<file path="config.mk">
export PLATFORM = sky130hd
export DESIGN_NAME = coin_event_conditioner
export DESIGN_NICKNAME = d
export VERILOG_FILES = /design/src/rtl/coin_event_conditioner.sv
export SDC_FILE = /design/constraint.sdc
export NUM_CORES = 1
export LEC_CHECK = 0
export BUFFER_PORTS_ARGS = -buffer_cell sky130_fd_sc_hd__buf_2
export CORE_UTILIZATION = 50
export CTS_CLUSTER_DIAMETER = 40
export DETAILED_ROUTE_END_ITERATION = 6
export GPL_TIMING_DRIVEN = 0
export PLACE_DENSITY = 0.68
export SLEW_MARGIN = 20
export SYNTH_ARGS = -nofsm -noshare
export SYNTH_HDL_FRONTEND = slang
export SYNTH_SLANG_ARGS = --single-unit
</file>
<file path="constraint.sdc">
create_clock -name clk -period 3.4 [get_ports clk]
set_input_delay 0.34 -clock clk [delete_from_list [all_inputs] [get_ports clk]]
set_output_delay 0.34 -clock clk [all_outputs]
set_load 0.03 [all_outputs]
</file>
<file path="src/rtl/coin_event_conditioner.sv">
// coin_event_conditioner: sync, debounce and serialize P/R/N/D panel presses into one-hot event pulses
module coin_event_conditioner #(
  parameter int DEBOUNCE_CYCLES = 16,
  parameter int GAP_CYCLES = 2
) (
  input  logic       clk,
  input  logic       reset,
  input  logic       en,
  input  logic [3:0] sw_raw,
  output logic [3:0] ev,
  output logic [3:0] stable,
  output logic       busy,
  output logic       overflow
);
  localparam logic [7:0] LAST = 8'(DEBOUNCE_CYCLES - 1);
  localparam logic [3:0] GAP = 4'(GAP_CYCLES);
  logic [3:0] pad_q, meta_q, sync_q, pending, press, sel;
  logic [7:0] cnt [4];
  logic [3:0] gap;
  logic fire;
  always_comb begin
    for (int i = 0; i < 4; i++) press[i] = sync_q[i] & ~stable[i] & (cnt[i] == LAST);
    fire = en & (gap == 4'd0) & (|pending);
    sel = !fire ? 4'b0000 :
          pending[2] ? 4'b0100 :
          pending[3] ? 4'b1000 :
          pending[0] ? 4'b0001 : 4'b0010;
    busy = (|pending) | (|gap);
  end
  always_ff @(posedge clk) begin
    if (reset) begin
      pad_q <= '0;
      meta_q <= '0;
      sync_q <= '0;
      stable <= '0;
      pending <= '0;
      ev <= '0;
      overflow <= 1'b0;
      gap <= '0;
      for (int i = 0; i < 4; i++) cnt[i] <= '0;
    end else begin
      pad_q <= sw_raw;
      meta_q <= pad_q;
      sync_q <= meta_q;
      for (int i = 0; i < 4; i++) begin
        cnt[i] <= (sync_q[i] == stable[i] || cnt[i] == LAST) ? 8'd0 : cnt[i] + 8'd1;
        stable[i] <= (cnt[i] == LAST) ? sync_q[i] : stable[i];
      end
      pending <= (pending & ~sel) | press;
      overflow <= |(press & pending & ~sel);
      ev <= sel;
      gap <= fire ? GAP : gap - {3'b000, |gap};
    end
  end
endmodule

</file>
; Yosys cells after proc, flatten, opt, wreduce, memory -nomap -nowiden
; Memory sizes are Yosys's and may differ from the RTL's.
; Index checks and enable logic that the tools add are counted.
[classes]
multipliers = 0
mux = 16
shifts = 0
div_mod_pow = 0
order_cmp = 0
n_reduce_logical = 9
add_sub_neg = 5
n_eq_ne = 8
n_bitwise = 24
[op_table]
columns = operator, count
row1 = $mux W8, 8
row2 = $add A8 B1 Y8 const B, 4
row3 = $eq A8 B4 Y1 const B, 4
row4 = $and A4 B4 Y4, 3
row5 = $mux W4, 3
row6 = $reduce_or A4 Y1, 3
row7 = $and A1 B1 Y1, 10
row8 = $or A1 B1 Y1, 5
row9 = $eq A1 B1 Y1, 4
row10 = $logic_not A4 Y1, 1
row11 = $logic_or A1 B1 Y1, 4
row12 = $mux W2, 2
row13 = $not A1 Y1, 4
row14 = $not A4 Y4, 1
row15 = $or A4 B4 Y4, 1
row16 = $sub A4 B1 Y4, 1
row17 = $mux W1, 3
row18 = $reduce_or A2 Y1, 1
[totals]
register_bits = 29
inputBits = 7
mem_count = 1
output_inout_bits = 10
ram_bits = 32
latchBits = 0
romBits = 0
wordCells = 75
[mem_list]
columns = name, words, width, rd, rd_clocked_by_memory_dff, write_ports, line_no
row1 = cnt, 4, 8, 4, 0, 4, 18  ; logic [7:0] cnt [4];

; Depth between registers and ports, before layout
[logic_depth]
ltp_word = 7
ltp_mapped = 6
depth_no_buf = 6

; Worst setup path after synthesis
; No wires, ideal clock.
[synth_timing]
path_kind = reg2reg
start = register stable[0]
end = memory cnt[0][4]
t_required_ns = 3.336
n_path_buf = 1
path_slack_ns = 1.762
stages_incl_launch_ff = 6
t_arrival_ns = 1.574
synth_period_minus_slack_ns = 1.638
setup_time_ns = 0.064
cell_sequence = dfxtp_1 inv_1 ha_1 or3_2 buf_2 nor2_1
[synth_lines]
columns = element, line_no
row1 = start: declaration, 11  ; output logic [3:0] stable,
row2 = start signal: indexed assignment, 47  ; stable[i] <= (cnt[i] == LAST) ? sync_q[i] : stable[i];
row3 = end: declaration, 18

; Worst setup path after layout
[layout_timing]
start = register pending[2]
end = output busy
[layout_between]
elab_chain_len = 2
[layout_lines]
columns = element, line_no
row1 = start: declaration, 17  ; logic [3:0] pad_q, meta_q, sync_q, pending, press, sel;
row2 = start signal: assignment, 49  ; pending <= (pending & ~sel) | press;
row3 = $reduce_or A4 Y1, 28  ; busy = (|pending) | (|gap);
row4 = $or A1 B1 Y1, 28
row5 = end: declaration, 12  ; output logic busy,
; Every way passes these cells.

==> flow_summary.ini <==
[worst_hold_path]
hold_class = input pin to flip-flop

[die]
dieArea_um2 = 5100
die_h_um = 71.4
die_w_um = 71.4
io_pins = 17
start_util_pct = 53.5
coreArea_um2 = 4500
row_count = 24

[sta]
tns_ns = 0
fin_ws_ns = 1.47
finalMaxSlewViolations = 0
rsz0062_at_grt = false
finClkSkew_ns = 0.00349
slew_headroom_pct = 70.0
fin_crit_sh_pct = 56.9
worst_pin_slew_ns = 0.449
post-route-min-period_ns = 1.93
max_freq_ghz = 0.517
hold_viol = 0
finalSetupViolCount = 0

[clock_tree]
cts_setup_buffers = 0
cts_max_level = 3
postCtsResizedCells = 0
cts_hold_buf = 0
clk_latency_ns = 0.33
path_clk_slew_ns = 0.06
cts-buffers-inserted = 9
root_buffer = clkbuf_8
cts.path.max_buffers = 2
cts_sinks = 61
cts_tree = yes

[synthesis]
async_reset_ff_share_pct = 0
yosysSeqAreaShare_pct = 50.6
synth_top_area_share_pct = 50.6
ys.flop_type = dfxtp_1
netlist_area_um2 = 2410
synth_edf_count = 0
synth_cell_types = 35
synth_fp_nets = 264
yosysMostFrequentCell = dfxtp_1
syn_area_per_cell_um2 = 9.76
ys_seq_elements = 61
yosysTopAreaCell = dfxtp_1
netlist_instances = 247
synth_common_cells = 61 x dfxtp_1, 34 x nor2_1, 16 x nand2_1, 15 x xor2_1, 13 x nor2b_1
ys.warnings.count = 0
synthTopCellsByArea = dfxtp_1 51%, xor2_1 5.4%, nor2_1 5.3%

[worst_setup_path]
rrSetupSlack_ns = 1.87
required_ns = 3.06
critPathCaptureType = output port
cp-startpoint = pending[2]$_SDFF_PP0_
r2r-end = cnt[0][4]$_SDFF_PP0_
crit_type = flip-flop to output port
r2r_start = cnt[0][0]$_SDFF_PP0_
worstPathArrival_ns = 1.59
r2r_cells = 6
cp-endpoint = busy
crit_fanout = 8
startpoint_type = flip-flop

[grt]
grt_pass1_wl_mm = 6.24
first_global_vias = 1487
grt_max_degree = 11
overflow = 0
track_usage_pct = 16.2
antenna_found_initial = 0

[detailed_routing]
drt_wl_total_mm = 3.58
drc_errors = 0
wire_per_inst_um = 10.9
drtIter0Drc = 40
via_per_inst = 5.09
vias = 1669
dr.pass1.iters = 4
ant_nets = 0

[layout]
n_antenna_cell = 0
layout.nets = 290
drive_above_1_share_pct = 17.0
syn_to_final_growth_pct = 12.7

[placement]
hpwl_mm = 2.52
place.gp.congestion = 0.795
post-place-ws_ns = 1.82
portBuffers = 15

[power]
ir_worst_vdd_v = 0.000309
p_leak_nw = 1.04
power_density_nw_per_um2 = 547

[outcome]
outcome = completed

[flow_run]
maxCapViolations = 0
power by group:
part           leakage (nW)  total [mW]  internal, mW  switching, mW
clock network        0.0881       0.543         0.294          0.250
registers             0.494       0.764         0.740         0.0232
logic                 0.455       0.178        0.0874         0.0906
cells by family (layout without fill, tap and decap cells):
group	Yosys count	in the layout	share of synthesized area (%)
compound gates	21	21	5.71
flops	61	61	50.6
buf+inv	20	49	4.67
simple gates	109	109	24.3
fa+ha+maj	10	10	5.19
xor+xnor	26	26	9.44
placed cells by master (no fill, tap or decap), types with 3 or more instances in the layout:
cell	n
nor4b_1	3
clkbuf_1	3
and3_1	5
xnor2_1	11
o21ai_0	7
a21oi_1	7
buf_2	17
inv_1	11
clkbuf_8	13
and2_1	3
nand2_1	16
nor3_1	6
or4_4	3
nor2_1	34
xor2_1	15
nand3_1	11
or3_1	4
ha_1	10
nor2b_1	13
dfxtp_1	61
o2111ai_1	3
through the flow:
step	hold slack (ns)	util (%)	instance area [um^2]	std cells	total power, mW
global route	0.203	60.3	2720	328	1.56
CTS	0.196	60.3	2720	328	1.51
floorplan	0.412	-	2410	247	0.926
detailed placement	0.428	56.6	2550	314	0.961
global placement	0.417	56.6	2550	314	0.956
finish	0.215	60.3	2720	328	1.48
cell type report:
type / instances / area [um^2]
buffer: 9 / 71.3
timing repair buffer: 15 / 75.1
clock buffer: 12 / 155
multi-input combinational: 166 / 1080
tap: 52 / 65.1
sequential: 61 / 1220
clock inverter: 2 / 10.0
fill: 409 / 1790
inverter: 11 / 41.3
state kept, by name, indices dropped and copies added, names as in the netlist:
| name | cells |
|---|---|
| overflow | 1 |
| ev | 4 |
| sync_q | 4 |
| pad_q | 4 |
| meta_q | 4 |
| stable | 4 |
| gap | 4 |
| pending | 4 |
| cnt | 32 |
metal layers:
metal	share of wire (%)	vias to the layer above	global-route usage, %
met5	0	-	0
met4	1.5	0	10.7
met3	3.6	5	5.91
met2	46	25	24.9
met1	49	768	19.2
li1	-	871	-
worst max-delay path, stage by stage, from the launching register on:
cell     delay, ns
dfxtp_1       0.37
or3_1         0.45
nor2_1        0.20
nand2_1       0.07
buf_2         0.18
worst min-delay path by stage:
stage | from | cells past startpoint | to | slack (ns)
4_1_cts | sw_raw[3] | 2 | pad_q[3]$_SDFF_PP0_ | 0.20
3_5_place_dp | pad_q[0]$_SDFF_PP0_ | 1 | meta_q[0]$_SDFF_PP0_ | 0.43
2_1_floorplan | cnt[0][24]$_SDFF_PP0_ | 1 | cnt[0][24]$_SDFF_PP0_ | 0.41
5_1_grt | sw_raw[0] | 2 | pad_q[0]$_SDFF_PP0_ | 0.20
3_3_place_gp | meta_q[3]$_SDFF_PP0_ | 1 | sync_q[3]$_SDFF_PP0_ | 0.42
6_report | reset | 2 | meta_q[2]$_SDFF_PP0_ | 0.22
No activity file was read; power rests on OpenSTA's default activity.
